$ cat src/rtl/renkon_pool_window_if.sv
// Bundle of the frame-control, pixel-in and window-out signals of renkon_pool_window.
// Handshake: in_en is a valid-only strobe (no ready). A pixel is consumed on every clock
// where in_en=1 while busy=1; in_en is ignored otherwise. out_en qualifies window for one cycle.
interface renkon_pool_window_if #(
  parameter int DWIDTH = 16,
  parameter int SIZEW  = 6
);
  logic                  req;
  logic [SIZEW-1:0]      img_w;
  logic [SIZEW-1:0]      img_h;
  logic [1:0]            stride;
  logic                  in_en;
  logic [DWIDTH-1:0]     pixel;
  logic                  busy;
  logic                  done;
  logic                  out_en;
  logic [9*DWIDTH-1:0]   window;
  logic [1:0]            dbg_state;

  modport master (
    output req, img_w, img_h, stride, in_en, pixel,
    input  busy, done, out_en, window, dbg_state
  );

  modport slave (
    input  req, img_w, img_h, stride, in_en, pixel,
    output busy, done, out_en, window, dbg_state
  );
endinterface

$ cat src/rtl/renkon_pool_window.sv
// 3x3 window generator for the renkon max-pool: two line buffers plus a 3x3 shift register,
// emitting windows at a per-frame stride on a raster pixel stream.
module renkon_pool_window #(
  parameter int DWIDTH = 16,
  parameter int MAXW   = 32,
  parameter int SIZEW  = 6
) (
  input  logic               clk,
  input  logic               xrst,
  renkon_pool_window_if.slave bus
);

  localparam int AW = (MAXW > 1) ? $clog2(MAXW) : 1;
  localparam logic [SIZEW-1:0] ONE = SIZEW'(1);
  localparam logic [SIZEW-1:0] TWO = SIZEW'(2);

  typedef enum logic [1:0] {
    S_IDLE = 2'd0,
    S_RUN  = 2'd1,
    S_DONE = 2'd2
  } state_t;

  state_t            state_q, state_d;
  logic [SIZEW-1:0]  w_q, w_d, h_q, h_d;
  logic [SIZEW-1:0]  row_q, row_d, col_q, col_d;
  logic [1:0]        s_q, s_d, rph_q, rph_d, cph_q, cph_d;
  logic              oe_q, oe_d;

  logic [DWIDTH-1:0] lb0_q [MAXW];
  logic [DWIDTH-1:0] lb1_q [MAXW];
  logic [DWIDTH-1:0] sh_q  [9];
  logic [DWIDTH-1:0] sh_d  [9];
  logic [DWIDTH-1:0] win_q [9];
  logic [9*DWIDTH-1:0] win_flat;

  logic              consume;
  logic              last_col;
  logic              last_row;
  logic              emit;
  logic [AW-1:0]     cidx;
  logic [DWIDTH-1:0] up1;
  logic [DWIDTH-1:0] up2;

  assign consume  = (state_q == S_RUN) && bus.in_en;
  assign cidx     = col_q[AW-1:0];
  assign up1      = lb0_q[cidx];
  assign up2      = lb1_q[cidx];
  assign last_col = (col_q == (w_q - ONE));
  assign last_row = (row_q == (h_q - ONE));
  // Phase counters are only meaningful from row/col 2 onward; earlier values are masked here.
  assign emit     = (row_q >= TWO) && (col_q >= TWO) && (rph_q == 2'd0) && (cph_q == 2'd0);

  always_comb begin
    state_d = state_q;
    w_d     = w_q;
    h_d     = h_q;
    s_d     = s_q;
    row_d   = row_q;
    col_d   = col_q;
    rph_d   = rph_q;
    cph_d   = cph_q;
    oe_d    = 1'b0;
    for (int k = 0; k < 9; k++) begin
      sh_d[k] = sh_q[k];
    end

    case (state_q)
      S_IDLE: begin
        if (bus.req) begin
          w_d     = bus.img_w;
          h_d     = bus.img_h;
          s_d     = (bus.stride == 2'd0) ? 2'd1 : bus.stride;
          row_d   = '0;
          col_d   = '0;
          rph_d   = 2'd0;
          cph_d   = 2'd0;
          state_d = S_RUN;
        end
      end

      S_RUN: begin
        if (bus.in_en) begin
          for (int r = 0; r < 3; r++) begin
            sh_d[r*3]   = sh_q[r*3+1];
            sh_d[r*3+1] = sh_q[r*3+2];
          end
          sh_d[2] = up2;
          sh_d[5] = up1;
          sh_d[8] = bus.pixel;
          oe_d    = emit;

          if (last_col) begin
            col_d = '0;
            cph_d = 2'd0;
            row_d = row_q + ONE;
            if (row_q == ONE) begin
              rph_d = 2'd0;
            end else begin
              rph_d = (rph_q == (s_q - 2'd1)) ? 2'd0 : (rph_q + 2'd1);
            end
            if (last_row) begin
              state_d = S_DONE;
            end
          end else begin
            col_d = col_q + ONE;
            if (col_q == ONE) begin
              cph_d = 2'd0;
            end else begin
              cph_d = (cph_q == (s_q - 2'd1)) ? 2'd0 : (cph_q + 2'd1);
            end
          end
        end
      end

      S_DONE: begin
        state_d = S_IDLE;
      end

      default: begin
        state_d = S_IDLE;
      end
    endcase
  end

  always_ff @(posedge clk or negedge xrst) begin
    if (!xrst) begin
      state_q <= S_IDLE;
      w_q     <= '0;
      h_q     <= '0;
      s_q     <= 2'd0;
      row_q   <= '0;
      col_q   <= '0;
      rph_q   <= 2'd0;
      cph_q   <= 2'd0;
      oe_q    <= 1'b0;
      for (int k = 0; k < 9; k++) begin
        sh_q[k]  <= '0;
        win_q[k] <= '0;
      end
      for (int i = 0; i < MAXW; i++) begin
        lb0_q[i] <= '0;
        lb1_q[i] <= '0;
      end
    end else begin
      state_q <= state_d;
      w_q     <= w_d;
      h_q     <= h_d;
      s_q     <= s_d;
      row_q   <= row_d;
      col_q   <= col_d;
      rph_q   <= rph_d;
      cph_q   <= cph_d;
      oe_q    <= oe_d;
      for (int k = 0; k < 9; k++) begin
        sh_q[k] <= sh_d[k];
      end
      // The emitted window is the shift register including the pixel just consumed.
      if (oe_d) begin
        for (int k = 0; k < 9; k++) begin
          win_q[k] <= sh_d[k];
        end
      end
      if (consume) begin
        lb1_q[cidx] <= up1;
        lb0_q[cidx] <= bus.pixel;
      end
    end
  end

  always_comb begin
    win_flat = '0;
    for (int k = 0; k < 9; k++) begin
      win_flat[k*DWIDTH +: DWIDTH] = win_q[k];
    end
  end

  assign bus.busy      = (state_q == S_RUN);
  assign bus.done      = (state_q == S_DONE);
  assign bus.out_en    = oe_q;
  assign bus.window    = win_flat;
  assign bus.dbg_state = state_q;

endmodule

$ cat src/flat_wrapper.sv
// flat-port wrapper written by rule: the top's interface ports become plain ports
module renkon_pool_window_flat 
#(
  parameter int DWIDTH = 16,
  parameter int MAXW   = 32,
  parameter int SIZEW  = 6
)
  (clk, xrst, bus_req, bus_img_w, bus_img_h, bus_stride, bus_in_en, bus_pixel, bus_busy, bus_done, bus_out_en, bus_window, bus_dbg_state);
  renkon_pool_window_if #(.DWIDTH(DWIDTH), .SIZEW(SIZEW)) bus_i ();
  input  logic clk;
  input  logic xrst;
  input wire logic [$bits(bus_i.req)-1:0] bus_req;
  input wire logic [$bits(bus_i.img_w)-1:0] bus_img_w;
  input wire logic [$bits(bus_i.img_h)-1:0] bus_img_h;
  input wire logic [$bits(bus_i.stride)-1:0] bus_stride;
  input wire logic [$bits(bus_i.in_en)-1:0] bus_in_en;
  input wire logic [$bits(bus_i.pixel)-1:0] bus_pixel;
  output wire logic [$bits(bus_i.busy)-1:0] bus_busy;
  output wire logic [$bits(bus_i.done)-1:0] bus_done;
  output wire logic [$bits(bus_i.out_en)-1:0] bus_out_en;
  output wire logic [$bits(bus_i.window)-1:0] bus_window;
  output wire logic [$bits(bus_i.dbg_state)-1:0] bus_dbg_state;
  assign bus_i.req = bus_req;
  assign bus_i.img_w = bus_img_w;
  assign bus_i.img_h = bus_img_h;
  assign bus_i.stride = bus_stride;
  assign bus_i.in_en = bus_in_en;
  assign bus_i.pixel = bus_pixel;
  assign bus_busy = bus_i.busy;
  assign bus_done = bus_i.done;
  assign bus_out_en = bus_i.out_en;
  assign bus_window = bus_i.window;
  assign bus_dbg_state = bus_i.dbg_state;
  renkon_pool_window #(.DWIDTH(DWIDTH), .MAXW(MAXW), .SIZEW(SIZEW)) u_core (.clk(clk), .xrst(xrst), .bus(bus_i));
endmodule
$ cat config.mk
export PLATFORM = sky130hd
export DESIGN_NAME = renkon_pool_window_flat
export DESIGN_NICKNAME = d
export VERILOG_FILES = /design/src/rtl/renkon_pool_window_if.sv /design/src/rtl/renkon_pool_window.sv /design/src/flat_wrapper.sv
export SDC_FILE = /design/constraint.sdc
export NUM_CORES = 2
export LEC_CHECK = 0
export ABC_AREA = 1
export CORE_MARGIN = 8
export CORE_UTILIZATION = 60
export CTS_CLUSTER_SIZE = 40
export DETAILED_ROUTE_END_ITERATION = 16
export PLACE_DENSITY = 0.78
export SLEW_MARGIN = 20
export SYNTH_ARGS = -nofsm -noshare
export SYNTH_HDL_FRONTEND = slang
export SYNTH_SLANG_ARGS = --single-unit
$ cat constraint.sdc
create_clock -name clk -period 2.85 [get_ports clk]
set_clock_uncertainty 0.05 [all_clocks]
set_input_delay 0.57 -clock clk [delete_from_list [all_inputs] [get_ports clk]]
set_output_delay 0.57 -clock clk [all_outputs]
set_load 0.05 [all_outputs]
After elaboration in Yosys (flattened, before gate mapping)
Index checks and enable logic that the tools add are counted.
- register bits: 1345
- input bits: 34
- output and inout bits: 149
- word-level logic and storage cells: 167
- add/subtract/negate cells: 7
- magnitude comparators: 4
- equality and inequality tests: 12
- multiplexer cells: 38
- bitwise logic cells: 1
- reduce and logical (&&, ||, !) cells: 14
- operators by type and width (operator ; count):
    $bwmux 512 ; 2
    $mux 144 ; 2
    $bmux 16 s5 ; 2
    $demux 16 s5 ; 1
    $mux 16 ; 5
    $mux 6 ; 5
    $mux 2 ; 14
    $pmux 6 s2 ; 2
    $add 6x1->6 const B ; 2
    $eq 6x1->1 const B ; 2
    $eq 6x6->1 ; 2
    $ge 6x2->1 const B ; 2
    $pmux 2 s2 ; 3
    $sub 6x1->6 const B ; 2
    $logic_not 2->1 ; 4
    $reduce_and 4->1 ; 2
    $ge 6x6->1 const B ; 1
    $lt 6x1->1 const B ; 1
    $not 5->6 ; 1
    $logic_and 1x1->1 ; 5
    $add 2x1->2 const B ; 2
    $eq 2x2->1 ; 2
    $ne 2x1->1 const B ; 2
    $ne 2x2->1 const B ; 2
    7 further kinds ; 8

Depth between registers and ports, before layout
- depth after elaboration: 7
- gate-level depth with buffers: 16
- gate-level depth less buffers: 13

Worst setup path before layout
Ideal clock, no wire load.
- path kind: flip-flop to flip-flop
- start: register u_core.col_q[0]
- end: register u_core.lb1_q[469] (netlist bit)
- library setup time: 0.135 ns
- arrival time: 2.359 ns
- required time: 2.665 ns
- slack: 0.306 ns
- cell stages (with the launch flop): 15
- buffers on the path: 7
- period minus slack after synthesis: 2.544 ns
- path through: dfrtp_1 > buf_4 > inv_4 > buf_6 > buf_4 > buf_2 > buf_2 > ha_1 > inv_1 > nor2_1 > inv_2 > nor2_1 > buf_2 > buf_1 > a31oi_1
- longest elaborated chain between the ends: 6
- elaborated cells on any way between the ends: 10
- those cells by class: order compare (2); mux (6); bitwise (1); reduce/logical (1)
- ends and longest elaborated chain (what ; RTL line ; RTL):
    from (decl) ; renkon_pool_window.sv:25 ; logic [SIZEW-1:0] row_q, row_d, col_q, col_d;
    from (signal assigned) ; renkon_pool_window.sv:150 ; col_q <= col_d;
    $not 5->6 (not written as such) * ; renkon_pool_window.sv:46, renkon_pool_window.sv:164 ;
    $ge 6x6->1 (not written as such) / $lt 6x1->1 (equally long branches) ; renkon_pool_window.sv:164 ; lb1_q[cidx] <= up1;
    $logic_and 1x1->1 (not written as such) ; renkon_pool_window.sv:164 ;
    $mux 16 (not written as such) ; renkon_pool_window.sv:164 ;
    $demux 16 s5 ; renkon_pool_window.sv:164 ;
    $bwmux 512 * ; renkon_pool_window.sv:164 ;
    to (signal, indexed assignment) ; renkon_pool_window.sv:164 ;
    to (decl) ; renkon_pool_window.sv:30 ; logic [DWIDTH-1:0] lb1_q [MAXW];
Mark *: on every way between the ends. The rest lies on a longest branch, timed or not. The select of a mux whose other input is x is not followed.
A chain may end at the register's enable or synchronous reset.

Worst setup path after layout
- start: register u_core.state_q[1], in the netlist u_core.bus.dbg_state[1]
- end: output bus_done
- longest elaborated chain between the ends: 1
- ends and longest elaborated chain (what ; RTL line ; RTL):
    from (decl) ; renkon_pool_window.sv:23 ; state_t state_q, state_d;
    from (signal assigned) ; renkon_pool_window.sv:145 ; state_q <= state_d;
    $eq 2x2->1 ; renkon_pool_window.sv:178 ; assign bus.done = (state_q == S_DONE);
    to (decl) ; flat_wrapper.sv:19 ; output wire logic [$bits(bus_i.done)-1:0] bus_done;
Every way passes these cells.

==> summary.md <==
| Metric | Value |
|---|---|
| Critical path class | `register to output port` |
| P&R area growth vs syn | `14.27%` |
| Critical-path cell list | `inv_1 > nor2_1 > clkdlybuf4s50_1` |
| DR pass1 iterations | `8` |
| Psw | `33.21 mW` |
| Root buf cell | `clkbuf_16` |
| Hold Path Class | `input pin to asynchronous set/reset pin` |
| Register area share after synthesis | `roughly 55%` |
| Maxcap violations | `0` |
| Worst-path maximum fanout | `4` |
| Total gr overflow | `0` |
| Longest Clk Path Bufs | `3` |
| Status | `finished clean` |
| Filler cells | `7,716` |
| Top-area cell type share of the netlist area | `between 50 and 60%` |
| VDD IR max | `between 600 and 700 uV` |
| Synth Net Count | `around 7,500` |
| Pleak | `roughly 33 nW` |
| Area contributors post-synth | `dfrtp_1 (55%), nand2_1 (14%), o21ai_0 (7.1%), nor2_1 (5.7%), a31oi_1 (4.6%)` |
| Setup violations, final | `0` |
| Reg power frac | `between 30% and 40%` |
| Die Width | `about 330 um` |
| Post-Syn Instances | `around 7,500` |
| Slew HR | `between 30 and 40%` |
| DP Cell Count | `8,657` |
| Most common cell in the netlist | `nand2_1` |
| Largest net degree at the start of global routing | `~150` |
| Worst path arrival time | `2100 ps` |
| Power share of the clock group | `roughly 23%` |
| RSZ-0062 raised after global routing | `no` |
| Non-Filler Instances | `between 8,000 and 9,000` |
| DR vias | `between 50,000 and 60,000` |
| Clk Latency, worst-skew pair | `roughly 770 ps` |
| Endpoints failing hold | `0` |
| Final setup margin | `130.2 ps` |
| Critical path required time | `2230 ps` |
| Final worst-path cycle share | `95.43%` |
| Met3 usage in global routing | `6.464%` |
| Synthesized area per cell | `8.171 sq um` |
| Final Slew Violations | `0` |
| Gr usage total | `32.87%` |
| Post-synth top area cell | `dfrtp_1` |
| Sw frac | `42.57%` |
| Drt via density | `just under 6` |
| Clock sink count | `roughly 1,300` |
| Internal | `about 45 mW` |
| Pwr dens | `1121 nW/um^2` |
| ANT nets after route | `0` |
| Inserted Clock Buffers | `roughly 140` |
| FP Rows | `117` |
| Synth top cells by count | `nand2_1 (2,240), dfrtp_1 (1,345), nor2_1 (918), o21ai_0 (868), a31oi_1 (448)` |
| Nets | `about 7,500` |
| Iteration-0 DRC count of the detailed router | `6,814` |
| TNS Setup | `0 ps` |
| First-pass GRT wire length | `around 290 mm` |
| Flops & latches, synth | `between 1,000 and 1,500` |
| Clk slew on worst S/H paths | `~60 ps` |
| Antenna violations before repair | `3` |
| GP Congestion | `between 0.8 and 0.9` |
| Core area | `101,200 sq um` |
| Crit-path max cell delay | `between 800 and 900 ps` |
| CTS tree | `yes` |
| DRC errors left | `0` |
| Comb power frac | `~43%` |
| Ys async rst share | `between 90% and 100%` |
| Vias in the first global route | `about 52,000` |
| Setup crit start kind | `register` |
| H-tree depth | `4` |
| Wirelength per Cell | `about 21 um` |
| Min Hold Slack | `around 280 ps` |
| Final wirelength | `approximately 190 mm` |
| CP endpoint kind | `output port` |
| FMAX | `367.7 MHz` |
| Initial Util | `between 60% and 70%` |
| Die area | `between 100,000 and 150,000 sq um` |
| Met2 usage in global routing | `about half` |
| Mapped Area | `between 60,000 and 70,000 sq um` |
| Fin crit period | `approximately 2700 ps` |
| Layout cells sized above 1 | `between 7 and 8%` |
| Critical-path top delay cell | `clkdlybuf4s50_1` |
| Met1 Usage GRT | `a little over two fifths` |
| Top FF cell, synth | `dfrtp_1` |
| Worst Tran Pin Value | `between 800 and 900 ps` |
| Die height | `about 330 um` |
| Ports | `approximately 180` |
| Synth cell types | `34` |
| DP Wirelength | `109.2 mm` |
| Number of I/O port buffers | `roughly 180` |
| Warnings from Yosys | `0` |
| EDFF count, synth | `0` |
| Pre-CTS WS | `around 52 ps` |
| Grt peak-use layer | `met2` |
==> cell usage in the layout (no fill, tap or decap), drive strengths merged <==
cell type	synthesis	layout
nand2	2245	2245
dfrtp	1345	1345
nor2	970	970
o21ai	942	942
inv	449	457
a31oi	448	448
buf	332	248
clkbuf	260	207
o211ai	205	205
clkdlybuf4s50	0	180
nand3	140	140
a21oi	63	63
clkinv	0	17
and2	16	16
ha	11	11
xor2	8	8
nand4	7	7
nor3	6	6
o22ai	2	2
clkinvlp	0	2
bufinv	0	2
diode	0	1
nor4	1	1
o22a	1	1
o31ai	1	1
a21boi	1	1
dlygate4sd3	0	1
==> sequential cells by signal, summed over array words and instances, names as in the netlist <==
name                  cells
u_core.bus.out_en         1
u_core.col_q              6
u_core.bus.window       144
u_core.rph_q              2
u_core.s_q                2
u_core.w_q                6
u_core.sh_q             144
u_core.lb0_q            512
u_core.cph_q              2
u_core.bus.dbg_state      2
u_core.h_q                6
u_core.lb1_q            512
u_core.row_q              6
==> metal layers <==
metal  vias up  share of wire, %
met5         -            0.0059
met4         2               6.0
met3       611                10
met2      2840                46
met1     25450                38
li1      24050                 -
==> logic make-up (layout without fill, tap and decap cells) <==
| logic type | after synthesis | count (layout) | share of synthesized area, % |
|---|---|---|---|
| xor+xnor | 8 | 8 | 0.1151 |
| other cells | 0 | 1 | 0 |
| buf+inv | 1041 | 1114 | 7.320 |
| compound gates | 1663 | 1663 | 15.45 |
| fa+ha+maj | 11 | 11 | 0.2260 |
| flops | 1345 | 1345 | 55.27 |
| simple gates | 3385 | 3385 | 21.63 |
==> worst max-delay path, delay by kind of cell (launching register included) <==
kind	cells	cell delay, ps
buffers and inverters	2	860
DFF	1	400
and+or+nand+nor	1	80
==> what timing repair did <==
| action | CTS | global route |
|---|---|---|
| gates resized for setup | 0 | 0 |
| setup endpoints to repair | 0 | 0 |
| buffers inserted | 0 | 0 |
| hold endpoints to repair | 202 | 0 |
| hold buffers | 1 | 0 |
==> power groups by stage <==
| stage | Clock, mW | Combinational, mW | Sequential, mW |
|---|---|---|---|
| final | 17.8 | 33.1 | 27.1 |
| after global routing | 18.7 | 36.0 | 27.6 |
| after CTS | 17.9 | 32.7 | 27.0 |
| after detailed placement | 0 | 32.3 | 27.2 |
| after global placement | 0 | 31.7 | 27.1 |
| after floorplan | 0 | 19.1 | 29.3 |
==> layout make-up <==
cell class                      count  area, sq um  share of cell area, %
Sequential cell                  1345        33660                  48.37
Multi-Input combinational cell   5067        22930                  32.95
Timing Repair Buffer              429         5145                  7.393
Clock buffer                      207         4128                  5.931
Tap cell                         1368         1712                  2.460
Inverter                          449         1704                  2.449
Clock inverter                     29        305.3                 0.4387
Antenna cell                        1        2.502               0.003596
==> worst paths after layout <==
path / slack [ps] / start / endpoint / cells after the start
worst max register to register: 190 / u_core.col_q[4] / u_core.sh_q[57] / 9
min in group clk: 310 / bus_img_h[5] / u_core.h_q[5] / 3
worst max-delay path: 130 / u_core.bus.dbg_state[1] / bus_done / 3
worst min register to register: 430 / u_core.bus.window[11] / u_core.bus.window[11] / 2
worst min-delay path: 280 / xrst / u_core.lb1_q[85] / 2
max in group asynchronous: 1400 / xrst / u_core.lb0_q[22] / 4
==> through the flow <==
| stage | power [mW] | util [%] | area (sq um) |
|---|---|---|---|
| 6_report | 78.01 | 68.80 | 69590 |
| 5_1_grt | 82.24 | 68.80 | 69590 |
| 4_1_cts | 77.57 | 68.80 | 69590 |
| 3_5_place_dp | 59.58 | 64.40 | 65150 |
| 3_3_place_gp | 58.72 | 64.40 | 65150 |
| 2_1_floorplan | 48.41 | - | 60900 |
Note: power is estimated with default switching activity, not from simulation.
